## src/rtl/i2c_pkg.sv

```systemverilog
// i2c_pkg: shared definitions for the I2C target.
//   i2c_state_t       - transaction FSM states
//   I2C_BITS_PER_BYTE - bits shifted per byte on the bus
//   SYNC_STAGES       - depth of the SCL/SDA metastability synchroniser
//   addr_match()      - compares the 7-bit address field of a received address byte
package i2c_pkg;

  localparam int I2C_BITS_PER_BYTE = 8;
  localparam int SYNC_STAGES       = 2;

  // Value of the 3-bit bit counter on the last bit of a byte.
  localparam logic [2:0] LAST_BIT = 3'(I2C_BITS_PER_BYTE - 1);

  typedef enum logic [2:0] {
    IDLE,
    ADDR,
    ADDR_ACK,
    WR_DATA,
    WR_ACK,
    RD_DATA,
    RD_ACK,
    WAIT_STOP
  } i2c_state_t;

  // The address byte carries the address in bits [7:1] and R/W in bit 0.
  function automatic logic addr_match(input logic [7:0] addr_byte,
                                      input logic [6:0] addr);
    return addr_byte[7:1] == addr;
  endfunction

endpackage

```

## src/rtl/i2c_bus_sync.sv

```systemverilog
// i2c_bus_sync: brings the asynchronous SCL/SDA pins into the clk domain and
// detects bus events.
//   clk, reset           - system clock, synchronous active-high reset
//   scl_in, sda_in       - raw bus levels (asynchronous)
//   scl_level, sda_level - synchronised levels, aligned with the event pulses
//   scl_rise, scl_fall   - one-cycle SCL edge pulses
//   start_det, stop_det  - one-cycle START / STOP condition pulses
module i2c_bus_sync
  import i2c_pkg::*;
(
  input  logic clk,
  input  logic reset,
  input  logic scl_in,
  input  logic sda_in,
  output logic scl_level,
  output logic sda_level,
  output logic scl_rise,
  output logic scl_fall,
  output logic start_det,
  output logic stop_det
);

  logic [SYNC_STAGES-1:0] scl_pipe;
  logic [SYNC_STAGES-1:0] sda_pipe;
  logic                   scl_now;
  logic                   sda_now;

  assign scl_now = scl_pipe[SYNC_STAGES-1];
  assign sda_now = sda_pipe[SYNC_STAGES-1];

  // The history flops double as the level outputs, so a level read in the
  // same cycle as an event pulse is the post-edge value. Everything resets to
  // the idle bus state (both lines high) so reset itself creates no START.
  // START/STOP require SCL high in both the current and previous samples so a
  // simultaneous SCL edge is never mistaken for a condition.
  always_ff @(posedge clk) begin
    if (reset) begin
      scl_pipe  <= '1;
      sda_pipe  <= '1;
      scl_level <= 1'b1;
      sda_level <= 1'b1;
      scl_rise  <= 1'b0;
      scl_fall  <= 1'b0;
      start_det <= 1'b0;
      stop_det  <= 1'b0;
    end else begin
      scl_pipe  <= {scl_pipe[SYNC_STAGES-2:0], scl_in};
      sda_pipe  <= {sda_pipe[SYNC_STAGES-2:0], sda_in};
      scl_level <= scl_now;
      sda_level <= sda_now;
      scl_rise  <= scl_now & ~scl_level;
      scl_fall  <= ~scl_now & scl_level;
      start_det <= ~sda_now & sda_level & scl_now & scl_level;
      stop_det  <= sda_now & ~sda_level & scl_now & scl_level;
    end
  end

endmodule

```

## src/rtl/i2c_slave.sv

```systemverilog
// i2c_slave: 7-bit-address I2C target with byte-wide user interface.
//   clk, reset - 50 MHz system clock, synchronous active-high reset
//   scl_in     - bus SCL level (never driven; no clock stretching)
//   sda_in     - bus SDA level
//   sda_out    - open-drain SDA drive: 1 = release, 0 = pull low
//   tx_data    - byte returned to the master on reads
//   tx_load    - one-cycle pulse when tx_data is latched for transmission
//   rx_data    - last byte written by the master
//   rx_valid   - one-cycle pulse when rx_data updates
//   busy       - high whenever the FSM is outside IDLE
//   rw         - R/W bit of the most recent matching address (1 = read)
module i2c_slave
  import i2c_pkg::*;
#(
  parameter logic [6:0] SLAVE_ADDR = 7'h50
) (
  input  logic       clk,
  input  logic       reset,
  input  logic       scl_in,
  input  logic       sda_in,
  output logic       sda_out,
  input  logic [7:0] tx_data,
  output logic       tx_load,
  output logic [7:0] rx_data,
  output logic       rx_valid,
  output logic       busy,
  output logic       rw
);

  logic       scl_level;
  logic       sda_level;
  logic       scl_rise;
  logic       scl_fall;
  logic       start_det;
  logic       stop_det;
  logic       bit_rise;

  i2c_state_t state;
  logic [2:0] bit_cnt;
  logic [7:0] shift_reg;
  logic [7:0] shifted;
  logic       ack_phase;

  i2c_bus_sync u_sync (
    .clk       (clk),
    .reset     (reset),
    .scl_in    (scl_in),
    .sda_in    (sda_in),
    .scl_level (scl_level),
    .sda_level (sda_level),
    .scl_rise  (scl_rise),
    .scl_fall  (scl_fall),
    .start_det (start_det),
    .stop_det  (stop_det)
  );

  assign bit_rise = scl_rise & scl_level;
  assign shifted  = {shift_reg[6:0], sda_level};
  assign busy     = (state != IDLE);

  // ack_phase splits each ACK slot into two SCL falls: the first fall starts
  // the slot (ADDR_ACK/WR_ACK drive low), the second ends it. In RD_ACK it
  // records that the master ACKed on the rise, so the next fall reloads.
  always_ff @(posedge clk) begin
    if (reset) begin
      state     <= IDLE;
      bit_cnt   <= '0;
      shift_reg <= '0;
      ack_phase <= 1'b0;
      sda_out   <= 1'b1;
      rx_data   <= '0;
      rx_valid  <= 1'b0;
      tx_load   <= 1'b0;
      rw        <= 1'b0;
    end else begin
      rx_valid <= 1'b0;
      tx_load  <= 1'b0;
      if (start_det) begin
        state     <= ADDR;
        bit_cnt   <= '0;
        ack_phase <= 1'b0;
        sda_out   <= 1'b1;
      end else if (stop_det) begin
        state     <= IDLE;
        bit_cnt   <= '0;
        ack_phase <= 1'b0;
        sda_out   <= 1'b1;
      end else begin
        unique case (state)
          IDLE, WAIT_STOP: sda_out <= 1'b1;

          ADDR: begin
            if (bit_rise) begin
              shift_reg <= shifted;
              bit_cnt   <= bit_cnt + 3'd1;
              if (bit_cnt == LAST_BIT) begin
                if (addr_match(shifted, SLAVE_ADDR)) begin
                  state <= ADDR_ACK;
                  rw    <= shifted[0];
                end else begin
                  state <= WAIT_STOP;
                end
              end
            end
          end

          ADDR_ACK: begin
            if (scl_fall) begin
              if (!ack_phase) begin
                sda_out   <= 1'b0;
                ack_phase <= 1'b1;
              end else begin
                ack_phase <= 1'b0;
                bit_cnt   <= '0;
                if (rw) begin
                  shift_reg <= tx_data;
                  sda_out   <= tx_data[7];
                  tx_load   <= 1'b1;
                  state     <= RD_DATA;
                end else begin
                  sda_out <= 1'b1;
                  state   <= WR_DATA;
                end
              end
            end
          end

          WR_DATA: begin
            if (bit_rise) begin
              shift_reg <= shifted;
              bit_cnt   <= bit_cnt + 3'd1;
              if (bit_cnt == LAST_BIT) begin
                rx_data   <= shifted;
                rx_valid  <= 1'b1;
                ack_phase <= 1'b0;
                state     <= WR_ACK;
              end
            end
          end

          WR_ACK: begin
            if (scl_fall) begin
              if (!ack_phase) begin
                sda_out   <= 1'b0;
                ack_phase <= 1'b1;
              end else begin
                sda_out   <= 1'b1;
                ack_phase <= 1'b0;
                bit_cnt   <= '0;
                state     <= WR_DATA;
              end
            end
          end

          // The MSB is already on the bus on entry; each fall presents the
          // next bit, and the fall after the 8th bit releases for the ACK.
          RD_DATA: begin
            if (scl_fall) begin
              if (bit_cnt == LAST_BIT) begin
                sda_out   <= 1'b1;
                bit_cnt   <= '0;
                ack_phase <= 1'b0;
                state     <= RD_ACK;
              end else begin
                sda_out   <= shift_reg[6];
                shift_reg <= {shift_reg[6:0], 1'b0};
                bit_cnt   <= bit_cnt + 3'd1;
              end
            end
          end

          RD_ACK: begin
            if (bit_rise) begin
              if (sda_level) state <= WAIT_STOP;
              else           ack_phase <= 1'b1;
            end else if (scl_fall && ack_phase) begin
              ack_phase <= 1'b0;
              bit_cnt   <= '0;
              shift_reg <= tx_data;
              sda_out   <= tx_data[7];
              tx_load   <= 1'b1;
              state     <= RD_DATA;
            end
          end

          default: state <= IDLE;
        endcase
      end
    end
  end

endmodule

```

## config.mk

```make
export PLATFORM = sky130hd
export DESIGN_NAME = i2c_slave
export DESIGN_NICKNAME = d
export VERILOG_FILES = /design/src/rtl/i2c_pkg.sv /design/src/rtl/i2c_bus_sync.sv /design/src/rtl/i2c_slave.sv
export SDC_FILE = /design/constraint.sdc
export NUM_CORES = 1
export LEC_CHECK = 0
export CAP_MARGIN = 0
export CELL_PAD_IN_SITES_DETAIL_PLACEMENT = 1
export CELL_PAD_IN_SITES_GLOBAL_PLACEMENT = 1
export CORE_MARGIN = 5
export CORE_UTILIZATION = 46
export CTS_CLUSTER_SIZE = 24
export DETAILED_ROUTE_END_ITERATION = 8
export GPL_ROUTABILITY_DRIVEN = 0
export PLACE_DENSITY_LB_ADDON = 0.1
export SLEW_MARGIN = 20
export SYNTH_ARGS = -nofsm -noshare
export SYNTH_HDL_FRONTEND = slang
export SYNTH_SLANG_ARGS = --single-unit
```

## constraint.sdc

```tcl
create_clock -name clk -period 5.4 [get_ports clk]
set_clock_uncertainty 0.1 [all_clocks]
set_input_delay 1.08 -clock clk [delete_from_list [all_inputs] [get_ports clk]]
set_output_delay 1.08 -clock clk [all_outputs]
set_load 0.05 [all_outputs]
```

==> results of run 1 <==
-- final timing paths --
| kind | startpoint | to | slack, ns | depth (start not counted) |
|---|---|---|---|---|
| max | state[2] | busy | 1.82 | 3 |
| min | u_sync.scl_pipe[0] | u_sync.scl_pipe[1] | 0.32 | 1 |
| max reg2reg | state[0] | shift_reg[6] | 2.67 | 6 |
| min reg2reg | u_sync.scl_pipe[0] | u_sync.scl_pipe[1] | 0.32 | 1 |
-- metal layers --
metal	up-vias	GRT usage, %
li1	793	-
met1	799	22.6
met2	23	35.0
met3	8	3.30
met4	0	6.41
met5	-	0
-- report_power, final --
part | switching (mW) | internal [mW]
clock | 0.0979 | 0.137
sequential | 0.0635 | 0.312
combinational | 0.383 | 0.272
-- layout make-up --
type                            instances  share of cell area [%]
Clock buffer                            5                    2.96
Clock inverter                          3                    1.83
Inverter                                7                    1.13
Multi-Input combinational cell        152                    50.0
Sequential cell                        36                    31.0
Tap cell                               52                    2.80
Timing Repair Buffer                   24                    10.3
-- cells in the final DEF, fill, tap and decap left out, drive strengths merged, types with 2 or more instances in the layout --
cell            n
a21oi          14
inv             7
ha              8
clkbuf          5
and2            2
a2111oi         2
nand3           3
o21bai          4
nand2b          4
clkdlybuf4s50  24
or2             8
nor2           24
a211oi          3
mux2i          21
o21ai           3
o22ai           3
nor3            4
nand2           9
a31oi           2
nor2b           4
a311oi          9
nor4            2
and3            2
o211ai          2
o32ai           2
dfxtp          36
a221oi          2
nor3b           4
-- logic make-up after synthesis --
group	count (synthesis)
AO/OA/AOI/OAI	51
adder cells (fa/ha/maj)	8
buffers and inverters	20
flip-flops	36
multiplexers	21
AND/OR/NAND/NOR	72
==> impl_metrics.env, run 1 <==
export IMPL_synthSimpleGateAreaFrac_pct=20.8
export IMPL_vdd_drop_max_mv=0.214
export IMPL_netlist_instances=208
export IMPL_fillers=491
export IMPL_setup_violations_final=0
export IMPL_ys_types=54
export IMPL_crit_path_top_delay_cell="clkdlybuf4s50_1"
export IMPL_grt_start_max_net_pins=29
export IMPL_synth_avg_cell_area_um2=9.56
export IMPL_ctsResizeCount=0
export IMPL_cap_violations=0
export IMPL_num_rows=24
export IMPL_drt_iter0_drc=78
export IMPL_synth_xor_area_share_pct=0
export IMPL_cp_slowest_stage_delay_ns=0.81
export IMPL_crit_chain="inv_1, nand2_1, clkdlybuf4s50_1"
export IMPL_cts_buffers=5
export IMPL_clk_path_buf_depth=2
export IMPL_worst_path_buf_inv=2
export IMPL_met3_length_um=140
export IMPL_synth_mux_area_share_pct=10.6
export IMPL_syn2layout_area_growth_pct=17.1
export IMPL_fin_ws_ns=1.82
export IMPL_yosysSeqAreaShare_pct=36.2
export IMPL_antenna_found_initial=0
export IMPL_design_area_um2=2330
export IMPL_largest_reg_flops=8
export IMPL_start_kind="register"
export IMPL_dr_wl_met2_um=2630
export IMPL_netlist_area_um2=1990
export IMPL_ys_flop_type="dfxtp_1"
export IMPL_postCtsSetupBuffers=0
export IMPL_dp_slack_ns=2.09
export IMPL_clk_latency_ns=0.28
export IMPL_status="complete, no violations"
export IMPL_root_buffer="clkbuf_8"
export IMPL_hold_ws_ns=0.316
export IMPL_portBuffers=24
export IMPL_io_pins=25
export IMPL_dp_cells=271
export IMPL_placed_area_um2=2210
export IMPL_cts_hold_buf=0
export IMPL_tritoncts="yes"
export IMPL_wl_met1_um=2140
export IMPL_synth_async_reset_ratio_pct=0
export IMPL_worst_setup_path_type="register to primary output"
export IMPL_cp_end_kind="primary output"
export IMPL_rsz0062_at_grt="false"
export IMPL_layout_min_cycle_time_ns=3.58
export IMPL_max_slew_margin_pct=37.8
export IMPL_synthTopCellsByArea="dfxtp_1 (36%), mux2i_1 (11%), ha_1 (5.0%)"
export IMPL_critical_path_top_delay_family="buffers and inverters"
export IMPL_synth_fa_ha_area_share_pct=5.03
export IMPL_yosys_area_top_type_share_pct=36.2
export IMPL_period_share_pct=66.2
export IMPL_htreeDepth=2
export IMPL_drc=0
export IMPL_cp_arrival_ns=2.40
export IMPL_path_clk_slew_ns=0.07
export IMPL_dp_hpwl_um=3760
export IMPL_synth_edf_count=0
export IMPL_vias=1623
export IMPL_synth_top_family_by_area="compound AO/OA/AOI/OAI gates"
export IMPL_fin_setup_tns_ns=0
export IMPL_die_y_um=75.7
export IMPL_final_max_slew_viol_count=0
export IMPL_grt_overflow=0
export IMPL_ys_seq_elements=36
export IMPL_drt_first_pass_iters=4
export IMPL_tightest_slew_ns=0.929
export IMPL_yosys_top_cells_count="dfxtp_1 (36), nor2_1 (23), mux2i_1 (21), a21oi_1 (10)"
export IMPL_cp_data_required_time_ns=4.22
export IMPL_holdCritPathClass="register to register"
export IMPL_cts_sinks=36
export IMPL_grt_use_total_pct=19.2
export IMPL_final_cells=279
export IMPL_critical_path_peak_fanout=23
export IMPL_antenna_cells=0
export IMPL_die_w_um=75.7
export IMPL_routed_top_layer="met4"
export IMPL_synth_top_area_cell="dfxtp_1"
export IMPL_grt_pass1_wl_um=8300
export IMPL_grt_pass1_vias=1730
export IMPL_synth_warnings=0
export IMPL_dieArea_um2=5740
export IMPL_multi_input_area_um2=1160
export IMPL_initial_core_util_pct=46.6
export IMPL_nets=246
export IMPL_core_um2=4260
export IMPL_drive_gt1_share_pct=15.0
export IMPL_fmax_mhz=280
export IMPL_powerDensity_nw_per_um2=543
export IMPL_drt_antenna_violating_nets=0
export IMPL_leakage_nw=0.922
export IMPL_vias_per_cell=5.82
export IMPL_totalWireLength_um=4990
export IMPL_final_hold_viol_count=0
export IMPL_post_route_util_pct=54.6
export IMPL_p_total_mw=1.26
export IMPL_seq_area_um2=721
export IMPL_synth_most_common_cell="dfxtp_1"
export IMPL_routedWlPerCell_um=17.9
export IMPL_syn_nets=228
export IMPL_synth_compound_area_share_pct=22.0
Power figures use the tool's default switching activity.
==> run 2: changes to the inputs <==
--- a/config.mk
+++ b/config.mk
@@ -9,7 +9,7 @@
 export CELL_PAD_IN_SITES_DETAIL_PLACEMENT = 1
 export CELL_PAD_IN_SITES_GLOBAL_PLACEMENT = 1
 export CORE_MARGIN = 5
-export CORE_UTILIZATION = 46
+export CORE_UTILIZATION = 38
 export CTS_CLUSTER_SIZE = 24
 export DETAILED_ROUTE_END_ITERATION = 8
 export GPL_ROUTABILITY_DRIVEN = 0
==> constraint.sdc (replaced) <==
create_clock -name clk -period 3 [get_ports clk]
set_clock_uncertainty 0.1 [all_clocks]
set_input_delay 0.6 -clock clk [delete_from_list [all_inputs] [get_ports clk]]
set_output_delay 0.6 -clock clk [all_outputs]
set_load 0.05 [all_outputs]
==> impl_metrics.env, run 2 (same netlist as run 1, synthesis figures left out) <==
export IMPL_cp_data_required_time_ns=2.30
export IMPL_cts_sinks=36
export IMPL_leakage_nw=0.954
export IMPL_start_kind="register"
export IMPL_p_sw_mw=1.03
export IMPL_num_rows=26
export IMPL_drt_antenna_violating_nets=0
export IMPL_vias=1666
export IMPL_fillers=610
export IMPL_totalWireLength_um=5380
export IMPL_syn2layout_area_growth_pct=20.6
export IMPL_htreeDepth=2
export IMPL_ctsResizeCount=0
export IMPL_pwr_share_seq_pct=27.7
export IMPL_core_um2=5110
export IMPL_rsz0062_at_grt="false"
export IMPL_holdPathStages=1
export IMPL_clk_path_buf_depth=2
export IMPL_holdPathEnd="u_sync.sda_pipe[1]"
export IMPL_final_max_slew_viol_count=0
export IMPL_cp_arrival_ns=2.12
export IMPL_drt_first_pass_iters=4
export IMPL_antenna_found_initial=0
export IMPL_dp_slack_ns=0.367
export IMPL_placed_area_um2=2280
export IMPL_dp_hpwl_um=4020
export IMPL_cts_hold_buf=0
export IMPL_dieArea_um2=6780
export IMPL_fin_setup_tns_ns=0
export IMPL_tightest_slew_ns=0.768
export IMPL_fin_ws_ns=0.180
export IMPL_r2r_start="state[1]"
export IMPL_nets=252
export IMPL_cts_buffers=5
export IMPL_largest_reg_flops=8
export IMPL_holdCritPathClass="register to register"
export IMPL_reg2reg_depth=6
export IMPL_antenna_cells=0
export IMPL_fmax_mhz=355
export IMPL_io_pins=25
export IMPL_initial_core_util_pct=38.9
export IMPL_layout_min_cycle_time_ns=2.82
export IMPL_drc=0
export IMPL_design_area_um2=2400
export IMPL_cp_end_kind="primary output"
export IMPL_r2r_end="shift_reg[1]"
export IMPL_portBuffers=24
export IMPL_comb_power_share_pct=53.5
export IMPL_worst_setup_path_type="register to primary output"
export IMPL_final_hold_viol_count=0
export IMPL_power_frac_clock_pct=18.8
export IMPL_final_cell_mix="dfxtp_1 (36), clkdlybuf4s50_1 (24), nor2_1 (22), mux2i_1 (21), a21oi_1 (10)"
export IMPL_grt_overflow=0
export IMPL_postCtsSetupBuffers=0
export IMPL_final_common_cell="dfxtp_1"
export IMPL_powerDensity_nw_per_um2=988
export IMPL_status="complete, no violations"
export IMPL_drive_gt1_share_pct=17.2
export IMPL_critical_path_peak_fanout=8
export IMPL_die_y_um=82.3
export IMPL_grt_start_max_net_pins=28
export IMPL_grt_pass1_vias=1738
export IMPL_grt_use_total_pct=17.4
export IMPL_path_clk_slew_ns=0.08
export IMPL_die_w_um=82.3
export IMPL_drt_iter0_drc=67
export IMPL_period_share_pct=94.0
export IMPL_min_from="u_sync.sda_pipe[0]"
export IMPL_vdd_drop_max_mv=0.351
export IMPL_cap_violations=0
export IMPL_max_slew_margin_pct=48.3
export IMPL_tritoncts="yes"
export IMPL_root_buffer="clkbuf_8"
export IMPL_setup_violations_final=0
export IMPL_routedWlPerCell_um=17.7
export IMPL_grt_pass1_wl_um=8830
export IMPL_vias_per_cell=5.50
export IMPL_clk_latency_ns=0.29
export IMPL_r2r_slack_ns=0.36
export IMPL_internal_power_mw=1.34
export IMPL_hold_ws_ns=0.318
export IMPL_swShare_pct=43.4
## run 2: cell count changes in the layout (fill, tap and decap cells not counted)
cell      delta
buf_4        +6
clkinv_2     -1
inv_6        +1
## run 2: worst max-delay path by stage
stage,start,to,slack [ns]
final,state[1],busy,0.18
after global routing,state[1],busy,0.09
after CTS,state[1],busy,0.20
after detailed placement,state[1],shift_reg[1],0.37
after global placement,state[0],busy,0.52
after floorplan,state[1],shift_reg[3],0.98
## run 2: metrics by stage
step / util (%) / total power, mW / cells
detailed placement: 44.7 / 1.92 / 295
CTS: 46.9 / 2.37 / 303
global route: 47.0 / 2.52 / 303
finish: 47.0 / 2.37 / 303
global placement: 44.7 / 1.87 / 295
floorplan: - / 1.65 / 208
## run 2: area by class of cell
type                       instances  area (um2)  share of cell area [%]
inverter                           7        26.3                    1.10
clock buffer                       5        68.8                    2.87
multi-input combinational        152        1160                    48.5
tap                               70        87.6                    3.65
clock inverter                     3        46.3                    1.93
timing repair buffer              30         285                    11.9
sequential                        36         721                    30.0
## run 2: power groups by stage
stage / logic [mW] / registers (mW) / clock network [mW]
after global routing: 1.38 / 0.666 / 0.480
after floorplan: 0.992 / 0.654 / 0
after CTS: 1.26 / 0.655 / 0.455
after global placement: 1.21 / 0.658 / 0
after detailed placement: 1.25 / 0.664 / 0
final: 1.27 / 0.656 / 0.446
## run 2: critical path, cell delays in order (launching register included)
cell and delay (ns):
dfxtp_1 0.43, inv_1 0.14, ha_1 0.34, nand2_1 0.12
clkdlybuf4s50_1 0.80
## run 2: layer usage
layer | vias up | share of wire, % | track usage, %
met5 | - | 0 | 0
met4 | 0 | 1.7 | 6.15
met3 | 11 | 3.8 | 4.45
met2 | 45 | 49 | 30.2
met1 | 806 | 45 | 20.5
li1 | 804 | - | -
